===== src/rtl/lsu_pkg.sv =====
// Load/store unit shared types: access sizes, FSM states,
// RAM geometry and the alignment rule.
package lsu_pkg;

  localparam int RAM_AW   = 8;
  localparam int OFFSET_W = 3;
  localparam int LADDR_W  = RAM_AW + OFFSET_W;

  typedef enum logic [1:0] {
    SZ_B = 2'b00,
    SZ_H = 2'b01,
    SZ_W = 2'b10,
    SZ_D = 2'b11
  } size_e;

  typedef enum logic [1:0] {
    S_IDLE,
    S_READ,
    S_WRITE,
    S_RESP
  } state_e;

  function automatic logic misaligned(
    size_e s,
    logic [OFFSET_W-1:0] off
  );
    logic m;
    unique case (s)
      SZ_B: m = 1'b0;
      SZ_H: m = off[0];
      SZ_W: m = |off[1:0];
      SZ_D: m = |off;
    endcase
    return m;
  endfunction

endpackage


===== src/rtl/lsu_if.sv =====
// Request/response bundle between the pipeline and the
// load/store unit.
interface lsu_if;
  logic        req_valid;
  logic        req_ready;
  logic        req_write;
  logic [63:0] req_addr;
  logic [1:0]  req_size;
  logic        req_signed;
  logic [63:0] req_wdata;
  logic        resp_valid;
  logic [63:0] resp_rdata;
  logic        resp_misaligned;

  modport master (
    output req_valid, req_write, req_addr,
    output req_size, req_signed, req_wdata,
    input  req_ready, resp_valid,
    input  resp_rdata, resp_misaligned
  );

  modport slave (
    input  req_valid, req_write, req_addr,
    input  req_size, req_signed, req_wdata,
    output req_ready, resp_valid,
    output resp_rdata, resp_misaligned
  );
endinterface


===== src/rtl/lsu_lane_align.sv =====
// Byte-lane steering: load extract with sign extension and
// store merge into a captured doubleword.
module lsu_lane_align
  import lsu_pkg::*;
(
  input  size_e               size_i,
  input  logic                sgn_i,
  input  logic [OFFSET_W-1:0] offset_i,
  input  logic [63:0]         rdata_i,
  input  logic [63:0]         old_i,
  input  logic [63:0]         wdata_i,
  output logic [63:0]         load_o,
  output logic [63:0]         merge_o
);

  logic [5:0]  sa;
  logic [63:0] sh;
  logic [63:0] msk;
  logic [63:0] msk_sh;

  assign sa = {offset_i, 3'b000};
  assign sh = rdata_i >> sa;

  always_comb begin
    load_o = sh;
    msk    = '1;
    unique case (size_i)
      SZ_B: begin
        load_o = {{56{sgn_i & sh[7]}}, sh[7:0]};
        msk    = 64'h0000_0000_0000_00ff;
      end
      SZ_H: begin
        load_o = {{48{sgn_i & sh[15]}}, sh[15:0]};
        msk    = 64'h0000_0000_0000_ffff;
      end
      SZ_W: begin
        load_o = {{32{sgn_i & sh[31]}}, sh[31:0]};
        msk    = 64'h0000_0000_ffff_ffff;
      end
      SZ_D: begin
        load_o = sh;
        msk    = '1;
      end
    endcase
  end

  assign msk_sh  = msk << sa;
  assign merge_o = (old_i & ~msk_sh)
                 | ((wdata_i << sa) & msk_sh);

endmodule


===== src/rtl/load_store_unit.sv =====
// Single-request load/store unit in front of a 256x64 RAM
// that writes on the falling clock edge.
module load_store_unit
  import lsu_pkg::*;
(
  input  logic              clock,
  input  logic              reset_n,
  lsu_if.slave              bus,
  output logic [RAM_AW-1:0] ram_address,
  output logic [63:0]       ram_in,
  output logic              ram_write,
  input  logic [63:0]       ram_out
);

  state_e state_q, state_d;

  logic               write_q;
  size_e              size_q;
  logic               signed_q;
  logic [LADDR_W-1:0] addr_q;
  logic [63:0]        wdata_q;
  logic [63:0]        cap_q;
  logic [63:0]        rdata_q;
  logic               mis_q;

  logic        accept;
  logic        mis_req;
  logic [63:0] load_val;
  logic [63:0] merged;
  logic        unused_addr;

  // Bits above the RAM window alias by design.
  assign unused_addr = ^bus.req_addr[63:LADDR_W];

  assign accept  = bus.req_valid && (state_q == S_IDLE);
  assign mis_req = misaligned(
    size_e'(bus.req_size),
    bus.req_addr[OFFSET_W-1:0]
  );

  always_ff @(posedge clock or negedge reset_n) begin
    if (!reset_n) state_q <= S_IDLE;
    else          state_q <= state_d;
  end

  always_comb begin
    state_d = state_q;
    unique case (state_q)
      S_IDLE: begin
        if (accept) begin
          if (mis_req)
            state_d = S_RESP;
          else if (bus.req_write &&
                   size_e'(bus.req_size) == SZ_D)
            state_d = S_WRITE;
          else
            state_d = S_READ;
        end
      end
      S_READ:  state_d = write_q ? S_WRITE : S_RESP;
      S_WRITE: state_d = S_RESP;
      S_RESP:  state_d = S_IDLE;
    endcase
  end

  always_ff @(posedge clock or negedge reset_n) begin
    if (!reset_n) begin
      write_q  <= 1'b0;
      size_q   <= SZ_B;
      signed_q <= 1'b0;
      addr_q   <= '0;
      wdata_q  <= '0;
      cap_q    <= '0;
      rdata_q  <= '0;
      mis_q    <= 1'b0;
    end else begin
      if (accept) begin
        write_q  <= bus.req_write;
        size_q   <= size_e'(bus.req_size);
        signed_q <= bus.req_signed;
        addr_q   <= bus.req_addr[LADDR_W-1:0];
        wdata_q  <= bus.req_wdata;
        mis_q    <= mis_req;
        if (mis_req) rdata_q <= '0;
      end
      if (state_q == S_READ) begin
        if (write_q) cap_q   <= ram_out;
        else         rdata_q <= load_val;
      end
    end
  end

  lsu_lane_align u_align (
    .size_i   (size_q),
    .sgn_i    (signed_q),
    .offset_i (addr_q[OFFSET_W-1:0]),
    .rdata_i  (ram_out),
    .old_i    (cap_q),
    .wdata_i  (wdata_q),
    .load_o   (load_val),
    .merge_o  (merged)
  );

  assign bus.req_ready       = (state_q == S_IDLE);
  assign bus.resp_valid      = (state_q == S_RESP);
  assign bus.resp_rdata      = rdata_q;
  assign bus.resp_misaligned = mis_q && bus.resp_valid;

  assign ram_address = addr_q[LADDR_W-1:OFFSET_W];
  assign ram_write   = (state_q == S_WRITE);
  assign ram_in      = ram_write ? merged : '0;

endmodule


===== src/flat_wrapper.sv =====
// flat-port wrapper written by rule: the top's interface ports become plain ports
module load_store_unit_flat import lsu_pkg::*;
  (clock, reset_n, ram_address, ram_in, ram_write, ram_out, bus_req_valid, bus_req_write, bus_req_addr, bus_req_size, bus_req_signed, bus_req_wdata, bus_req_ready, bus_resp_valid, bus_resp_rdata, bus_resp_misaligned);
  lsu_if bus_i ();
  input  logic clock;
  input  logic reset_n;
  output logic [RAM_AW-1:0] ram_address;
  output logic [63:0] ram_in;
  output logic ram_write;
  input  logic [63:0] ram_out;
  input wire logic [$bits(bus_i.req_valid)-1:0] bus_req_valid;
  input wire logic [$bits(bus_i.req_write)-1:0] bus_req_write;
  input wire logic [$bits(bus_i.req_addr)-1:0] bus_req_addr;
  input wire logic [$bits(bus_i.req_size)-1:0] bus_req_size;
  input wire logic [$bits(bus_i.req_signed)-1:0] bus_req_signed;
  input wire logic [$bits(bus_i.req_wdata)-1:0] bus_req_wdata;
  output wire logic [$bits(bus_i.req_ready)-1:0] bus_req_ready;
  output wire logic [$bits(bus_i.resp_valid)-1:0] bus_resp_valid;
  output wire logic [$bits(bus_i.resp_rdata)-1:0] bus_resp_rdata;
  output wire logic [$bits(bus_i.resp_misaligned)-1:0] bus_resp_misaligned;
  assign bus_i.req_valid = bus_req_valid;
  assign bus_i.req_write = bus_req_write;
  assign bus_i.req_addr = bus_req_addr;
  assign bus_i.req_size = bus_req_size;
  assign bus_i.req_signed = bus_req_signed;
  assign bus_i.req_wdata = bus_req_wdata;
  assign bus_req_ready = bus_i.req_ready;
  assign bus_resp_valid = bus_i.resp_valid;
  assign bus_resp_rdata = bus_i.resp_rdata;
  assign bus_resp_misaligned = bus_i.resp_misaligned;
  load_store_unit u_core (.clock(clock), .reset_n(reset_n), .bus(bus_i), .ram_address(ram_address), .ram_in(ram_in), .ram_write(ram_write), .ram_out(ram_out));
endmodule

===== config.mk =====
export PLATFORM = sky130hd
export DESIGN_NAME = load_store_unit_flat
export DESIGN_NICKNAME = d
export VERILOG_FILES = /design/src/rtl/lsu_pkg.sv /design/src/rtl/lsu_if.sv /design/src/rtl/lsu_lane_align.sv /design/src/rtl/load_store_unit.sv /design/src/flat_wrapper.sv
export SDC_FILE = /design/constraint.sdc
export NUM_CORES = 1
export LEC_CHECK = 0
export CAP_MARGIN = 20
export CORE_MARGIN = 2
export CORE_UTILIZATION = 46
export DETAILED_ROUTE_END_ITERATION = 8
export PLACE_DENSITY = 0.82
export SYNTH_ARGS = -nofsm -noshare
export SYNTH_HDL_FRONTEND = slang
export SYNTH_HIERARCHICAL = 1
export SYNTH_SLANG_ARGS = --single-unit

===== constraint.sdc =====
create_clock -name clock -period 2.7 [get_ports clock]
set_clock_uncertainty 0.05 [all_clocks]
set_input_delay 0.405 -clock clock [delete_from_list [all_inputs] [get_ports clock]]
set_output_delay 0.405 -clock clock [all_outputs]
set_load 0.02 [all_outputs]

==> metrics.yaml <==
outcome: "complete, but fails checks"
violations: "negative setup slack"
drc: 0
start_kind: "flop"
tightest_slew_ns: 0.632
wirelength_um: 50100
end_kind: "output port"
seqPwrFrac_pct: 21.8
syn_area_um2: 13500
grt_pass1_vias: 11948
drt-pass1-iter-count: 5
yosysMostFrequentCell: "nand2_1"
path_class: "reg -> out"
worstHoldPathType: "in -> async"
power.density_nw_per_um2: 1490
yosysSeqAreaShare_pct: 39.0
yosys.area.top_type_share_pct: 39.0
setup-tns-final_ns: -12.61
crit_end: "ram_in[48]"
wl_per_cell_um: 24.7
start_util_pct: 46.9
required_ns: 2.25
cp.arrival_ns: 2.61
slowest_delay_ns: 0.51
grt_max_degree: 77
cellLeakagePower_nw: 8.41
ff2ff_setup_slack_ns: 0.03
ant_nets: 0
place_ws_ns: -0.234
yosys-top-cells-count: "222 x nand2_1, 210 x dfrtp_1, 187 x mux2_2"
core_area_um2: 28800
die_h_um: 175
synth.largest_area_cell: "dfrtp_1"
ys_types: 53
switching_share_pct: 42.8
cts_tree: "yes"
clock.fmax_ghz: 0.326
clockRootBuffer: "clkbuf_16"
final_nets: 1829
clock_latency_ns: 0.54
async_flop_share_pct: 100
clk_pin_slew_ns: 0.06
gp_congestion: 0.968
portBuffers: 285
setup_viol: 64
worst-r2r-cell-count: 10
slew_viol_final: 0
netlist_top_cells_area: "dfrtp_1 39%, mux2_2 16%, mux4_2 8.8%, nand2_1 6.2%, mux2i_1 6.0%"
area_growth_pct: 43.3
track_usage_pct: 31.3
peakVddDrop_mv: 0.939
synth_edf_count: 0
r2r-end: "u_core/bus.resp_rdata[30]"
avgSynthCellArea_um2: 10.7
dpl.hpwl_um: 36700
setup_ws_ns: -0.364
layout_min_cycle_time_ns: 3.06
numCtsBuffers: 23
drt_iter0_drc: 1487
period_share_pct: 113
p_switching_w: 0.0123
pwr-share-clk_pct: 10.6
clkSinkCount: 210
dieWidth_um: 175
vias_per_cell: 5.99
hold_viol_final: 0
rsz0062_at_grt: "true"
ys_seq_elements: 210
antenna_found_initial: 0
io_pins: 339
r2r-start: "u_core/addr_q[1]"
rows: 62
crit_fanout: 8
yosys_warnings: 6
syn-num-nets: 1464
dieArea_um2: 30700
syn_inst: 1261
slowest_stage: "mux4_2"
p_int_w: 0.0164
synthFlopType: "dfrtp_1"
drive_gt1_share_pct: 41.3
num_vias: 12131
slew_headroom_pct: 57.9
critPathLaunch: "u_core/addr_q[0]"
cts-htree-levels: 1
regArea_um2: 5260
combPwrFrac_pct: 67.6
multi_input_area_um2: 8090
grt-ovfl-total: 0
antennaDiodeCount: 0
cp_cell_sequence: "buf_12 -> buf_16 -> mux4_2 -> nor2_1 -> a21oi_1 -> mux2_4 -> and2_4 -> buf_6"
fillerInstances: 2126
ctsLongestPathBuffers: 3
drv_cap: 0
grt_pass1_wl_um: 72900
cell families (layout without fill, tap and decap cells):
logic type	count (synthesis)	in the layout	synth area share (%)
and+or+nand+nor	413	413	14.5
muxes	321	321	30.5
DFF	210	210	39.0
AOI/OAI and AO/OA	189	189	9.84
buffers and inverters	124	504	5.92
adders and majority gates	4	4	0.371
power groups by stage:
stage               registers, W  clock network (W)  logic [W]
floorplan                0.00585                  0    0.00973
global placement         0.00610                  0     0.0158
detailed placement       0.00616                  0     0.0160
CTS                      0.00612            0.00307     0.0176
global route             0.00637            0.00321     0.0203
finish                   0.00627            0.00304     0.0194
critical path: cells and delay by family, from the launching register on:
family	cells	cell delay [ns]
simple gates	2	0.28
buf+inv	3	0.41
compound gates	1	0.06
flops	1	0.50
mux	2	0.81
metal layers:
metal	track usage (%)	part of all wire [%]	up-vias
met2	50.7	47	715
met5	0	0	-
met3	4.63	7.9	161
met4	14.6	5.5	0
met1	41.7	39	5987
li1	-	-	5268
registers in the layout (all words and copies together), names as in the netlist:
name,cells
u_core/bus.resp_rdata,64
u_core/cap_q,64
u_core/wdata_q,64
u_core/addr_q,11
u_core/size_q,2
u_core/state_q,2
u_core/mis_q,1
u_core/signed_q,1
u_core/write_q,1
cell type report:
class	instances	area share (%)
multi-input cells	927	41.9
flip-flops and latches	210	27.2
repair buffers	459	24.7
clock buffers	31	3.24
well taps	384	2.49
clock inverters	9	0.408
inverters	5	0.0971
cells in the final DEF, fill, tap and decap left out, drive strengths merged, types with 2 or more instances in the layout:
cell type	instances
o211a	3
and2	65
a2bb2oi	7
nand2	223
a21oi	14
mux4	53
o221ai	2
nand4	32
o2bb2ai	9
and3	5
clkdlybuf4s50	219
clkinv	5
nor2b	14
a211oi	2
nor3	12
nand3	14
a21o	2
dfrtp	210
nand2b	11
or2	3
clkinvlp	2
a31oi	11
o21ai	102
mux2	187
a221o	3
buf	232
clkbuf	36
o22ai	7
o211ai	13
ha	4
inv	6
mux2i	81
nor2	30
a22oi	9
metrics by stage:
step                      total power (W)  std cells  hold slack, ns  area [µm²]  util (%)
after floorplan                    0.0156       1261          0.0594       13500         -
after global placement             0.0219       1939           0.302       17300      60.2
after detailed placement           0.0222       1939           0.305       17300      60.2
after CTS                          0.0268       2009           0.310       18600      64.7
after global routing               0.0299       2025           0.337       19300      67.2
final                              0.0287       2025           0.315       19300      67.2
worst min-delay path by stage:
stage	from	endpoint	slack, ns	cells past startpoint
floorplan	reset_n	u_core/addr_q[0]	0.06	0
global placement	reset_n	u_core/wdata_q[62]	0.30	1
detailed placement	reset_n	u_core/cap_q[43]	0.31	1
CTS	reset_n	u_core/cap_q[60]	0.31	2
global route	reset_n	u_core/cap_q[43]	0.34	2
finish	reset_n	u_core/cap_q[43]	0.32	2
repair_timing:
action / CTS / global route
pin swaps: 29 / 33
endpoints found under the setup margin: 112 / 95
cloned: 3 / 4
gates resized for setup: 464 / 136
hold buffers: 1 / 0
hold endpoints to repair: 37 / 0
setup buffers: 26 / 15
Power figures use the tool's default switching activity.
